[src/rtl/vga_hex_renderer.sv]
// Pixel stage behind the VGA scanner: draws a 16-bit word as four scaled hex
// glyphs inside a fixed box, with hs/vs delayed to match the 2-cycle RGB pipe.
module vga_hex_renderer #(
    parameter int         H_ACTIVE    = 640,
    parameter int         V_ACTIVE    = 480,
    parameter int         X0          = 64,
    parameter int         Y0          = 32,
    parameter int         SCALE_SHIFT = 2,
    parameter logic [8:0] FG          = 9'b111_111_111,
    parameter logic [8:0] BG          = 9'b000_000_100,
    parameter logic [8:0] SCREEN      = 9'b000_000_000
) (
    input  logic        clk,
    input  logic        rst,
    input  logic        hs_in,
    input  logic        vs_in,
    input  logic [10:0] x,
    input  logic [10:0] y,
    input  logic [15:0] value,
    input  logic        freeze,
    output logic        hs,
    output logic        vs,
    output logic [2:0]  r,
    output logic [2:0]  g,
    output logic [2:0]  b
);

    localparam int         BOX_W  = 32 << SCALE_SHIFT;
    localparam int         BOX_H  = 8 << SCALE_SHIFT;
    localparam logic [11:0] L_HACT = 12'(H_ACTIVE);
    localparam logic [11:0] L_VACT = 12'(V_ACTIVE);
    localparam logic [11:0] L_X0   = 12'(X0);
    localparam logic [11:0] L_Y0   = 12'(Y0);
    localparam logic [11:0] L_X1   = 12'(X0 + BOX_W);
    localparam logic [11:0] L_Y1   = 12'(Y0 + BOX_H);

    function automatic logic [63:0] glyph(input logic [3:0] n);
        logic [63:0] v;
        case (n)
            4'h0:    v = 64'h3C666E7666663C00;
            4'h1:    v = 64'h1838181818187E00;
            4'h2:    v = 64'h3C66060C30607E00;
            4'h3:    v = 64'h3C66061C06663C00;
            4'h4:    v = 64'h0C1C3C6C7E0C0C00;
            4'h5:    v = 64'h7E607C0606663C00;
            4'h6:    v = 64'h3C66607C66663C00;
            4'h7:    v = 64'h7E660C1818181800;
            4'h8:    v = 64'h3C66663C66663C00;
            4'h9:    v = 64'h3C66663E06663C00;
            4'hA:    v = 64'h183C667E66666600;
            4'hB:    v = 64'h7C66667C66667C00;
            4'hC:    v = 64'h3C66606060663C00;
            4'hD:    v = 64'h786C6666666C7800;
            4'hE:    v = 64'h7E60607860607E00;
            default: v = 64'h7E60607C60606000;
        endcase
        return v;
    endfunction

    logic [15:0] r_shadow;
    logic        r_vs_prev;

    logic        r_act1;
    logic        r_inbox1;
    logic [2:0]  r_col1;
    logic [2:0]  r_row1;
    logic [3:0]  r_nib1;
    logic        r_hs1;
    logic        r_vs1;

    logic [8:0]  r_rgb;
    logic        r_hs;
    logic        r_vs;

    logic        w_act;
    logic        w_inbox;
    logic [10:0] w_dx;
    logic [10:0] w_dy;
    logic [1:0]  w_digit;
    logic [2:0]  w_col;
    logic [2:0]  w_row;
    logic [3:0]  w_nib;
    logic [63:0] w_glyph;
    logic [7:0]  w_bits;
    logic        w_pix;
    logic [8:0]  w_rgb;

    // Widen to 12 bits so box limits past 2047 cannot wrap.
    always_comb begin
        w_act   = ({1'b0, x} < L_HACT) && ({1'b0, y} < L_VACT);
        w_inbox = w_act
                  && ({1'b0, x} >= L_X0) && ({1'b0, x} < L_X1)
                  && ({1'b0, y} >= L_Y0) && ({1'b0, y} < L_Y1);
        w_dx    = x - 11'(X0);
        w_dy    = y - 11'(Y0);
        w_digit = 2'(w_dx >> (3 + SCALE_SHIFT));
        w_col   = 3'(w_dx >> SCALE_SHIFT);
        w_row   = 3'(w_dy >> SCALE_SHIFT);
    end

    always_comb begin
        w_nib = r_shadow[3:0];
        case (w_digit)
            2'd0:    w_nib = r_shadow[15:12];
            2'd1:    w_nib = r_shadow[11:8];
            2'd2:    w_nib = r_shadow[7:4];
            default: w_nib = r_shadow[3:0];
        endcase
    end

    always_comb begin
        w_glyph = glyph(r_nib1);
        w_bits  = w_glyph[8*(7 - r_row1) +: 8];
        w_pix   = w_bits[3'd7 - r_col1];
        w_rgb   = 9'd0;
        if (r_inbox1)
            w_rgb = w_pix ? FG : BG;
        else if (r_act1)
            w_rgb = SCREEN;
    end

    always_ff @(posedge clk) begin
        if (rst) begin
            r_shadow  <= 16'h0000;
            r_vs_prev <= 1'b1;
        end else begin
            r_vs_prev <= vs_in;
            if (r_vs_prev && !vs_in && !freeze)
                r_shadow <= value;
        end
    end

    always_ff @(posedge clk) begin
        if (rst) begin
            r_act1   <= 1'b0;
            r_inbox1 <= 1'b0;
            r_col1   <= 3'd0;
            r_row1   <= 3'd0;
            r_nib1   <= 4'd0;
            r_hs1    <= 1'b1;
            r_vs1    <= 1'b1;
            r_rgb    <= 9'd0;
            r_hs     <= 1'b1;
            r_vs     <= 1'b1;
        end else begin
            r_act1   <= w_act;
            r_inbox1 <= w_inbox;
            r_col1   <= w_col;
            r_row1   <= w_row;
            r_nib1   <= w_nib;
            r_hs1    <= hs_in;
            r_vs1    <= vs_in;
            r_rgb    <= w_rgb;
            r_hs     <= r_hs1;
            r_vs     <= r_vs1;
        end
    end

    assign hs = r_hs;
    assign vs = r_vs;
    assign r  = r_rgb[8:6];
    assign g  = r_rgb[5:3];
    assign b  = r_rgb[2:0];

endmodule
[config.mk]
export PLATFORM = sky130hd
export DESIGN_NAME = vga_hex_renderer
export DESIGN_NICKNAME = d
export VERILOG_FILES = /design/src/rtl/vga_hex_renderer.sv
export SDC_FILE = /design/constraint.sdc
export NUM_CORES = 1
export LEC_CHECK = 0
export BUFFER_PORTS_ARGS = -buffer_cell sky130_fd_sc_hd__clkbuf_2
export CAP_MARGIN = 10
export CORE_ASPECT_RATIO = 0.8
export CORE_MARGIN = 5
export CORE_UTILIZATION = 25
export DETAILED_ROUTE_END_ITERATION = 16
export GPL_ROUTABILITY_DRIVEN = 0
export PLACE_DENSITY = 0.51
export SYNTH_ARGS = -nofsm -noshare
export SYNTH_HDL_FRONTEND = slang
export SYNTH_SLANG_ARGS = --single-unit
[constraint.sdc]
create_clock -name clk -period 2 [get_ports clk]
set_input_delay 0.3 -clock clk [delete_from_list [all_inputs] [get_ports clk]]
set_output_delay 0.3 -clock clk [all_outputs]
set_load 0.01 [all_outputs]
==> metrics.csv <==
metric;value;unit
clkPwrFrac;46.8;%
grt_use_total;10.9;%
cp-start-kind;register;
synth_top_cell_area_share;44.0;%
n_antenna_cell;0;
vias;2448;
met3_length;379;um
worstMarginPinSlew;0.534;ns
drc_errors;0;
final_util;32.5;%
layout_common_cells;dfxtp_1, nand2_1, clkbuf_2, a21oi_1, buf_4;
antenna_found_initial;0;
numCtsBuffers;9;
synth-async-reset-ratio;0;%
setup_viol;0;
r2r_end;w_glyph[13];
synth_edf_count;0;
internal_power;0.00257;W
cts_setup_buffers;0;
pwr-share-seq;42.7;%
dr.max_layer_used;met4;
synth.top_cells.by_area;dfxtp_1, nand2_1, a21oi_1, mux4_2, ha_1;
worst_setup_path_end_kind;register;
r2r_setup_slack;0.11;ns
ys_ff_latch;66;
slew_viol_final;0;
wl_met2;3070;um
nets;438;
relSlewSlack;64.3;%
yosysTopAreaCell;dfxtp_1;
ir_drop;0.389;mV
final_common_cell;dfxtp_1;
period_share;94.7;%
synth_area;3000;um^2
syn_nets;380;
drv_cap;0;
cts_hold_buf;0;
seq_area_frac_synth;44.0;%
clk_latency;0.33;ns
clk_pin_slew;0.05;ns
crit_start;r_shadow[9];
comb_power_share;10.5;%
fin_worst_skew;0.00689;ns
ys.flop_type;dfxtp_1;
cts_tree;done;
path_class;reg -> reg;
io_pins;54;
post-route-min-period;1.89;ns
start_util;25.8;%
routedWlPerCell;13.2;um
ys_warn_count;0;
grt_pass1_vias;2439;
required;2.22;ns
worstPathCellList;mux4_2 > nor2b_2 > ha_1 > or3_1;
synthCells;329;
dieArea;14300;um^2
clock_path_buffers;2;
outcome;finished, final reports clean;
power.total;0.00336;W
crit_end;w_glyph[13];
setup_tns;0;ns
ant_nets;0;
finalHoldViolCount;0;
die_w;133;um
hold_path.class;in -> reg;
r2r-start;r_shadow[9];
p_leak;1.55;nW
rsz0062_at_grt;no;
p_sw;0.000786;W
slowest_delay;0.46;ns
first_pass_iters;4;
max_freq;0.528;GHz
root_buffer;clkbuf_16;
drt-met1-wl;3580;um
p_per_area;887;nW/um^2
area_growth_syn_to_layout;26.0;%
place_hpwl;5450;um
swShare;23.4;%
cts_resized;0;
cts-htree-levels;3;
drt_iter0_drc;105;
cts_sinks;66;
rows;35;
io_buffer_count;49;
arrival;2.11;ns
r2r_cells;4;
critPathMaxFanout;6;
wl;7140;um
vias_per_cell;4.53;
gr-total-overflow;0;
layout-drive-gt1-share;29.1;%
yosysUniqueCellTypes;54;
grt_max_degree;24;
grt_pass1_wl;12200;um
dieHeight;108;um
syn_area_per_cell;9.12;um^2
crit_slowest_cell;mux4_2;
core;11600;um^2
[worst max-delay path, delay by kind of cell, from the launching register on]
| kind | cells | cell delay (ns) |
|---|---|---|
| simple gates | 2 | 0.59 |
| mux | 1 | 0.46 |
| flops | 1 | 0.31 |
| fa+ha+maj | 1 | 0.42 |
[cell families after synthesis]
| kind of cell | count (synthesis) | synth area share [%] |
|---|---|---|
| muxes | 17 | 8.21 |
| AOI/OAI and AO/OA | 82 | 16.6 |
| and+or+nand+nor | 121 | 20.5 |
| adders and majority gates | 8 | 3.33 |
| DFF | 66 | 44.0 |
| xor gates and xnor gates | 1 | 0.292 |
| buffers and inverters | 34 | 7.00 |
[state kept, by name, indices dropped and copies added (netlist names)]
register and cells:
w_glyph 37, r_shadow 16, r_col1 3, r_row1 3, r_rgb 2, hs 1
r_hs1 1, r_inbox1 1, r_vs1 1, vs 1
[cells in the mapped netlist, types with 5 or more instances]
master and count:
a21oi_1 39, nand3b_1 5, mux4_2 6, mux2i_1 10, nor2b_1 9, inv_1 5, buf_2 5, nand2_1 65
nor2_1 12, a31oi_1 6, o21ai_1 9, buf_4 12, dfxtp_1 66, clkbuf_1 6, ha_1 8
[worst min-delay path by stage]
stage          start       end  slack (ns)  cells after the start
4_1_cts         y[6]  r_inbox1        0.12                      2
3_5_place_dp   r_hs1        hs        0.40                      1
6_report        y[6]  r_inbox1        0.12                      2
3_3_place_gp   r_hs1        hs        0.40                      1
5_1_grt         y[6]  r_inbox1        0.12                      2
2_1_floorplan   y[6]  r_inbox1        0.38                      1
[cell type report]
cell class / instances / area [um^2]
fillers: 1204 / 7870
multi-input cells: 229 / 1470
flip-flops and latches: 66 / 1320
repair buffers: 75 / 478
clock buffers: 11 / 243
well taps: 148 / 185
clock inverters: 5 / 61.3
inverters: 6 / 23.8
[metrics by stage]
stage / area (um^2) / setup WS [ns] / instances / hold WS, ns
after CTS: 3780 / 0.102 / 540 / 0.117
after global routing: 3780 / 0.0376 / 540 / 0.120
after floorplan: 3000 / 0.00603 / 329 / 0.376
after global placement: 3480 / -0.0236 / 524 / 0.399
final: 3780 / 0.106 / 540 / 0.124
after detailed placement: 3480 / -0.0322 / 524 / 0.404
[power by group through the flow]
| stage | Clock (W) | Sequential (W) | Combinational, W |
|---|---|---|---|
| floorplan | 0 | 0.00144 | 0.000231 |
| global placement | 0 | 0.00146 | 0.000352 |
| detailed placement | 0 | 0.00146 | 0.000353 |
| CTS | 0.00162 | 0.00143 | 0.000356 |
| global route | 0.00169 | 0.00144 | 0.000395 |
| finish | 0.00157 | 0.00143 | 0.000352 |
[routing by layer]
metal | up-vias | global-route usage (%)
met5 | - | 0
met4 | 0 | 4.01
met3 | 11 | 3.86
met2 | 60 | 16.1
met1 | 1122 | 14.6
li1 | 1255 | -
Power figures use the tool's default switching activity.
